**config.mk**
```make
export PLATFORM = sky130hd
export DESIGN_NAME = mem_read_streamer
export DESIGN_NICKNAME = d
export VERILOG_FILES = /design/src/rtl/nna_pkg.sv /design/src/rtl/stream_fifo2.sv /design/src/rtl/mem_read_streamer.sv
export SDC_FILE = /design/constraint.sdc
export NUM_CORES = 1
export LEC_CHECK = 0
export CORE_MARGIN = 1.5
export CORE_UTILIZATION = 52
export DETAILED_ROUTE_END_ITERATION = 10
export GPL_TIMING_DRIVEN = 0
export HOLD_SLACK_MARGIN = 0.06
export PLACE_DENSITY = 0.81
export RECOVER_POWER = 50
export SLEW_MARGIN = 25
export SYNTH_ARGS = -nofsm -noshare
export SYNTH_HDL_FRONTEND = slang
export SYNTH_HIERARCHICAL = 1
export SYNTH_SLANG_ARGS = --single-unit
export TNS_END_PERCENT = 50
```
**constraint.sdc**
```tcl
create_clock -name i_clk -period 3.5 [get_ports i_clk]
set_input_delay 0.7 -clock i_clk [delete_from_list [all_inputs] [get_ports i_clk]]
set_output_delay 0.7 -clock i_clk [all_outputs]
set_load 0.01 [all_outputs]
```
**src/rtl/nna_pkg.sv**
```systemverilog
// Shared types for the accelerator's streaming read path.
package nna_pkg;

    // Read sequencer command states.
    typedef enum logic [1:0] {
        IDLE   = 2'd0,
        RUN    = 2'd1,
        FINISH = 2'd2
    } rd_state_t;

    // Slots available downstream of the memory: FIFO entries plus the in-flight read.
    localparam int unsigned STREAM_CREDITS = 2;

endpackage

```
**src/rtl/stream_fifo2.sv**
```systemverilog
// Two-entry register FIFO carrying a data word and a last flag.
// Slot 0 is always the head, so the presented word only changes on a pop
// or on a push into an empty FIFO.
module stream_fifo2 #(
    parameter int unsigned WIDTH = 16
) (
    input  logic             i_clk,
    input  logic             i_rst,
    input  logic             i_push,
    input  logic [WIDTH-1:0] i_push_data,
    input  logic             i_push_last,
    input  logic             i_pop,
    output logic [1:0]       o_count,
    output logic             o_valid,
    output logic [WIDTH-1:0] o_data,
    output logic             o_last
);

    logic [WIDTH-1:0] r_data0;
    logic [WIDTH-1:0] r_data1;
    logic             r_last0;
    logic             r_last1;
    logic [1:0]       r_count;

    // Storage and occupancy update; callers never push when full without popping.
    always_ff @(posedge i_clk) begin
        if (i_rst) begin
            r_data0 <= '0;
            r_data1 <= '0;
            r_last0 <= 1'b0;
            r_last1 <= 1'b0;
            r_count <= 2'd0;
        end else begin
            case ({i_push, i_pop})
                2'b10: begin
                    if (r_count == 2'd0) begin
                        r_data0 <= i_push_data;
                        r_last0 <= i_push_last;
                    end else begin
                        r_data1 <= i_push_data;
                        r_last1 <= i_push_last;
                    end
                    r_count <= r_count + 2'd1;
                end
                2'b01: begin
                    r_data0 <= r_data1;
                    r_last0 <= r_last1;
                    r_count <= r_count - 2'd1;
                end
                2'b11: begin
                    // Occupancy is unchanged; the new word lands behind whatever remains.
                    if (r_count == 2'd2) begin
                        r_data0 <= r_data1;
                        r_last0 <= r_last1;
                        r_data1 <= i_push_data;
                        r_last1 <= i_push_last;
                    end else begin
                        r_data0 <= i_push_data;
                        r_last0 <= i_push_last;
                    end
                end
                default: begin
                end
            endcase
        end
    end

    assign o_count = r_count;
    assign o_valid = (r_count != 2'd0);
    assign o_data  = r_data0;
    assign o_last  = r_last0;

endmodule

```
**src/rtl/mem_read_streamer.sv**
```systemverilog
// Read sequencer: walks a word range of a synchronous-read memory and
// streams the words out in address order over valid/ready.
module mem_read_streamer
    import nna_pkg::*;
#(
    parameter int unsigned DEPTH = 8,
    parameter int unsigned WIDTH = 16
) (
    input  logic             i_clk,
    input  logic             i_rst,
    input  logic             i_start,
    input  logic [DEPTH-1:0] i_base_addr,
    input  logic [DEPTH:0]   i_length,
    output logic             o_busy,
    output logic             o_done,
    output logic [DEPTH-1:0] o_mem_read_addr,
    input  logic [WIDTH-1:0] i_mem_data,
    output logic [WIDTH-1:0] o_out_data,
    output logic             o_out_valid,
    input  logic             i_out_ready,
    output logic             o_out_last
);

    localparam logic [DEPTH-1:0] ADDR_ONE = {{(DEPTH-1){1'b0}}, 1'b1};
    localparam logic [DEPTH:0]   CNT_ONE  = {{DEPTH{1'b0}}, 1'b1};
    localparam logic [2:0]       CREDITS  = 3'(STREAM_CREDITS);

    rd_state_t        r_state;
    rd_state_t        w_state_next;
    logic [DEPTH-1:0] r_addr;
    logic [DEPTH:0]   r_issue_cnt;
    logic             r_inflight;
    logic             r_inflight_last;

    logic [1:0]       w_fifo_count;
    logic             w_fifo_valid;
    logic             w_fifo_last;
    logic             w_pop;
    logic [2:0]       w_occupancy;
    logic             w_issue;
    logic             w_accept;

    // A pop this cycle frees a slot, so issue can resume as soon as ready rises.
    assign w_pop       = w_fifo_valid & i_out_ready;
    assign w_occupancy = {1'b0, w_fifo_count} + {2'b00, r_inflight} - {2'b00, w_pop};
    assign w_issue     = (r_state == RUN) && (r_issue_cnt != '0) && (w_occupancy < CREDITS);
    assign w_accept    = (r_state == IDLE) && i_start && (i_length != '0);

    // State register.
    always_ff @(posedge i_clk) begin
        if (i_rst) begin
            r_state <= IDLE;
        end else begin
            r_state <= w_state_next;
        end
    end

    // Next-state decode and status outputs.
    always_comb begin
        w_state_next = r_state;
        o_busy       = 1'b1;
        o_done       = 1'b0;
        case (r_state)
            IDLE: begin
                o_busy = 1'b0;
                if (i_start) begin
                    w_state_next = (i_length == '0) ? FINISH : RUN;
                end
            end
            RUN: begin
                if (w_pop && w_fifo_last) begin
                    w_state_next = FINISH;
                end
            end
            FINISH: begin
                o_done       = 1'b1;
                w_state_next = IDLE;
            end
            default: begin
                w_state_next = IDLE;
            end
        endcase
    end

    // Address/issue counters and the one-cycle memory latency tracker.
    always_ff @(posedge i_clk) begin
        if (i_rst) begin
            r_addr          <= '0;
            r_issue_cnt     <= '0;
            r_inflight      <= 1'b0;
            r_inflight_last <= 1'b0;
        end else begin
            r_inflight      <= w_issue;
            r_inflight_last <= w_issue && (r_issue_cnt == CNT_ONE);
            if (w_accept) begin
                r_addr      <= i_base_addr;
                r_issue_cnt <= i_length;
            end else if (w_issue) begin
                r_addr      <= r_addr + ADDR_ONE;
                r_issue_cnt <= r_issue_cnt - CNT_ONE;
            end
        end
    end

    stream_fifo2 #(
        .WIDTH (WIDTH)
    ) u_fifo (
        .i_clk       (i_clk),
        .i_rst       (i_rst),
        .i_push      (r_inflight),
        .i_push_data (i_mem_data),
        .i_push_last (r_inflight_last),
        .i_pop       (w_pop),
        .o_count     (w_fifo_count),
        .o_valid     (w_fifo_valid),
        .o_data      (o_out_data),
        .o_last      (w_fifo_last)
    );

    assign o_mem_read_addr = r_addr;
    assign o_out_valid     = w_fifo_valid;
    assign o_out_last      = w_fifo_last & w_fifo_valid;

endmodule

```
==> results.json <==
{
  "synth-seq-cells": 57,
  "hold_path_class": "reg2reg",
  "holdWs_ns": 0.4723,
  "cp.required_ns": 3.70,
  "max_clock_freq_mhz": 305.8,
  "viasPerCell": 6.329,
  "numCtsBuffers": 9,
  "yosys.area.top_type": "dfxtp_1",
  "ys_seq_area_share_pct": 35.88,
  "synth_top_area_share_pct": 35.88,
  "drt_iter0_drc": 244,
  "syn_area_per_cell_um2": 8.481,
  "placed_area_um2": 3915,
  "outcome": "completed",
  "gp_congestion": 0.9184,
  "insertion_delay_ns": 0.34,
  "portBuffers": 64,
  "wl_per_cell_um": 16.76,
  "cts_buffer_depth": 2,
  "endpoint_kind": "flop",
  "final_area_um2": 4101,
  "num_vias": 3348,
  "grt_pass1_vias": 3062,
  "yosys-top-cells-count": "dfxtp_1, o31ai_1, o211ai_1",
  "syn_nets": 420,
  "cts_root_buf": "clkbuf_8",
  "wl_um": 8865,
  "antenna_found_initial": 0,
  "syn_area_um2": 3181,
  "min_period_ns": 3.271,
  "hold_path_end": "u_fifo/r_data1[10]$_SDFFE_PP0P_",
  "postCtsHoldBufs": 0,
  "synth_warnings": 6,
  "pre_cts_slack_ns": -0.3127,
  "peakVddDrop_mv": 0.4015,
  "maxCapViolations": 0,
  "hold_viol_final": 0,
  "fin_crit_sh_pct": 93.45,
  "io_pins": 65,
  "rsz0062_at_grt": "false",
  "cts_tree": "done",
  "synth_cell_types": 55,
  "max-slew-margin-rel_pct": 26.22,
  "rr_worst_depth": 12,
  "synth.most_common_cell": "dfxtp_1",
  "num_rows": 28,
  "dieArea_um2": 6594,
  "worst_slew_pin_slew_ns": 1.097,
  "finalClockSkew_ns": 0.01073,
  "whs_path_depth": 2,
  "dr_wl_met3_um": 632,
  "first_pass_iters": 5,
  "r2r_end": "r_issue_cnt[8]$_SDFFE_PP0P_",
  "fp.dieW_um": 81.21,
  "drive_above_1_share_pct": 8.590,
  "met2WireLength_um": 4339,
  "dp_hpwl_um": 6292,
  "coreArea_um2": 5921,
  "h-tree-depth": 3,
  "wl_met1_um": 3716,
  "powerDensity_nw_per_um2": 675.7,
  "gr-total-overflow": 0,
  "highest_layer": "met4",
  "rr_startpoint": "u_fifo/o_count[1]$_SDFFE_PP0P_",
  "slew_viol_final": 0,
  "synth_edf_count": 0,
  "postSynthCellCount": 375,
  "fin_ws_ns": 0.2294,
  "final_nets": 494,
  "synth.top_cells.by_area": "dfxtp_1, o31ai_1, o211ai_1",
  "async_flop_share_pct": 0,
  "crit_fanout": 20,
  "leakage_nw": 1.534,
  "synth_ff_type": "dfxtp_1",
  "die_h_um": 81.21,
  "remaining_drc_errors": 0,
  "track_usage_pct": 28.25,
  "r2r_slack_ns": 0.23,
  "crit_path_start_kind": "flop",
  "worstSetupStartpoint": "u_fifo/o_count[1]$_SDFFE_PP0P_",
  "ant_nets": 0,
  "setup_viol": 0,
  "hold_start": "u_fifo/r_data1[10]$_SDFFE_PP0P_",
  "diodes": 0,
  "clk_pin_slew_ns": 0.07,
  "path_class": "reg2reg",
  "start_util_pct": 53.72,
  "clkSinkCount": 57,
  "area_growth_pct": 28.95,
  "grt_start_max_net_pins": 21,
  "cp_data_arrival_time_ns": 3.47,
  "grt_pass1_wl_um": 14410
}
-- layout make-up --
class | count | area (um^2)
buffer | 36 | 195.2
fill | 479 | 1819
tap | 75 | 93.84
multi-input combinational | 271 | 1782
clock buffer | 11 | 131.4
sequential | 57 | 1141
clock inverter | 5 | 80.08
inverter | 10 | 37.54
timing repair buffer | 64 | 640.6
-- placed cells by master (no fill, tap or decap), types with 5 or more instances in the layout --
cell,n
a21oi_1,22
a31oi_1,28
buf_2,5
buf_6,5
clkbuf_1,22
clkbuf_8,9
clkdlybuf4s50_1,35
dfxtp_1,57
dlygate4sd3_1,29
ha_1,7
inv_1,8
nand2_1,19
nand3_1,27
nor2_1,6
nor2b_1,9
nor3_1,6
o211ai_1,34
o21ai_0,19
o31ai_1,37
-- metal layers --
| layer | up-vias | GRT usage, % |
|---|---|---|
| met5 | - | 0 |
| met4 | 0 | 11.03 |
| met3 | 21 | 4.382 |
| met2 | 168 | 49.17 |
| met1 | 1564 | 34.77 |
| li1 | 1595 | - |
-- cells by family (layout without fill, tap and decap cells) --
kind of cell	after synthesis	after routing	synth area share, %
and+or+nand+nor	99	99	17.47
adders and majority gates	8	8	3.383
xor gates and xnor gates	3	3	0.8263
AOI/OAI and AO/OA	161	161	34.78
DFF	57	57	35.88
buffers and inverters	47	126	7.671
-- where the power goes --
part           switching (mW)  leakage [nW]  internal [mW]  total, mW
Clock                   0.273        0.0995          0.400      0.673
Combinational           0.686         0.970          0.516       1.20
Sequential              0.104         0.465          0.792      0.896
-- worst max path at each step --
stage / to / slack [ns] / cells past startpoint
floorplan: r_issue_cnt[7]$_SDFFE_PP0P_ / 0.30 / 13
global placement: r_issue_cnt[7]$_SDFFE_PP0P_ / -0.21 / 13
global route: r_issue_cnt[7]$_SDFFE_PP0P_ / 0.02 / 12
CTS: r_issue_cnt[8]$_SDFFE_PP0P_ / 0.20 / 12
finish: r_issue_cnt[8]$_SDFFE_PP0P_ / 0.23 / 12
detailed placement: r_issue_cnt[7]$_SDFFE_PP0P_ / -0.31 / 13
-- sequential cells by signal (all words and copies together), names as in the netlist, 2 cells and up --
register	cells
r_issue_cnt	9
u_fifo/o_count	2
r_state	2
u_fifo/o_data	16
u_fifo/r_data1	16
o_mem_read_addr	8
-- metrics by stage --
step	std cells	setup TNS [ns]	power, mW	util [%]
CTS	529	0	2.809	69.76
global placement	514	-1.820	2.107	66.12
detailed placement	514	-3.058	2.136	66.12
floorplan	375	0	1.673	-
finish	529	0	2.771	69.27
global route	529	0	2.937	69.27
-- critical path, cell delays in order, from the launching register on --
cell      delay [ns]
dfxtp_1         0.35
buf_2           0.17
nor2_4          0.23
inv_2           0.20
and2_1          0.26
ha_1            0.27
nand2b_1        0.15
fa_1            0.37
xnor2_1         0.20
nand3_1         0.22
buf_2           0.27
o311ai_0        0.34
a21oi_1         0.11
-- repair_timing --
action,CTS,global route
endpoints found under the setup margin,18,3
pin swaps,0,0
setup buffers,0,0
gates resized for setup,3,2
gates cloned,0,0
No activity file was read; power rests on OpenSTA's default activity.
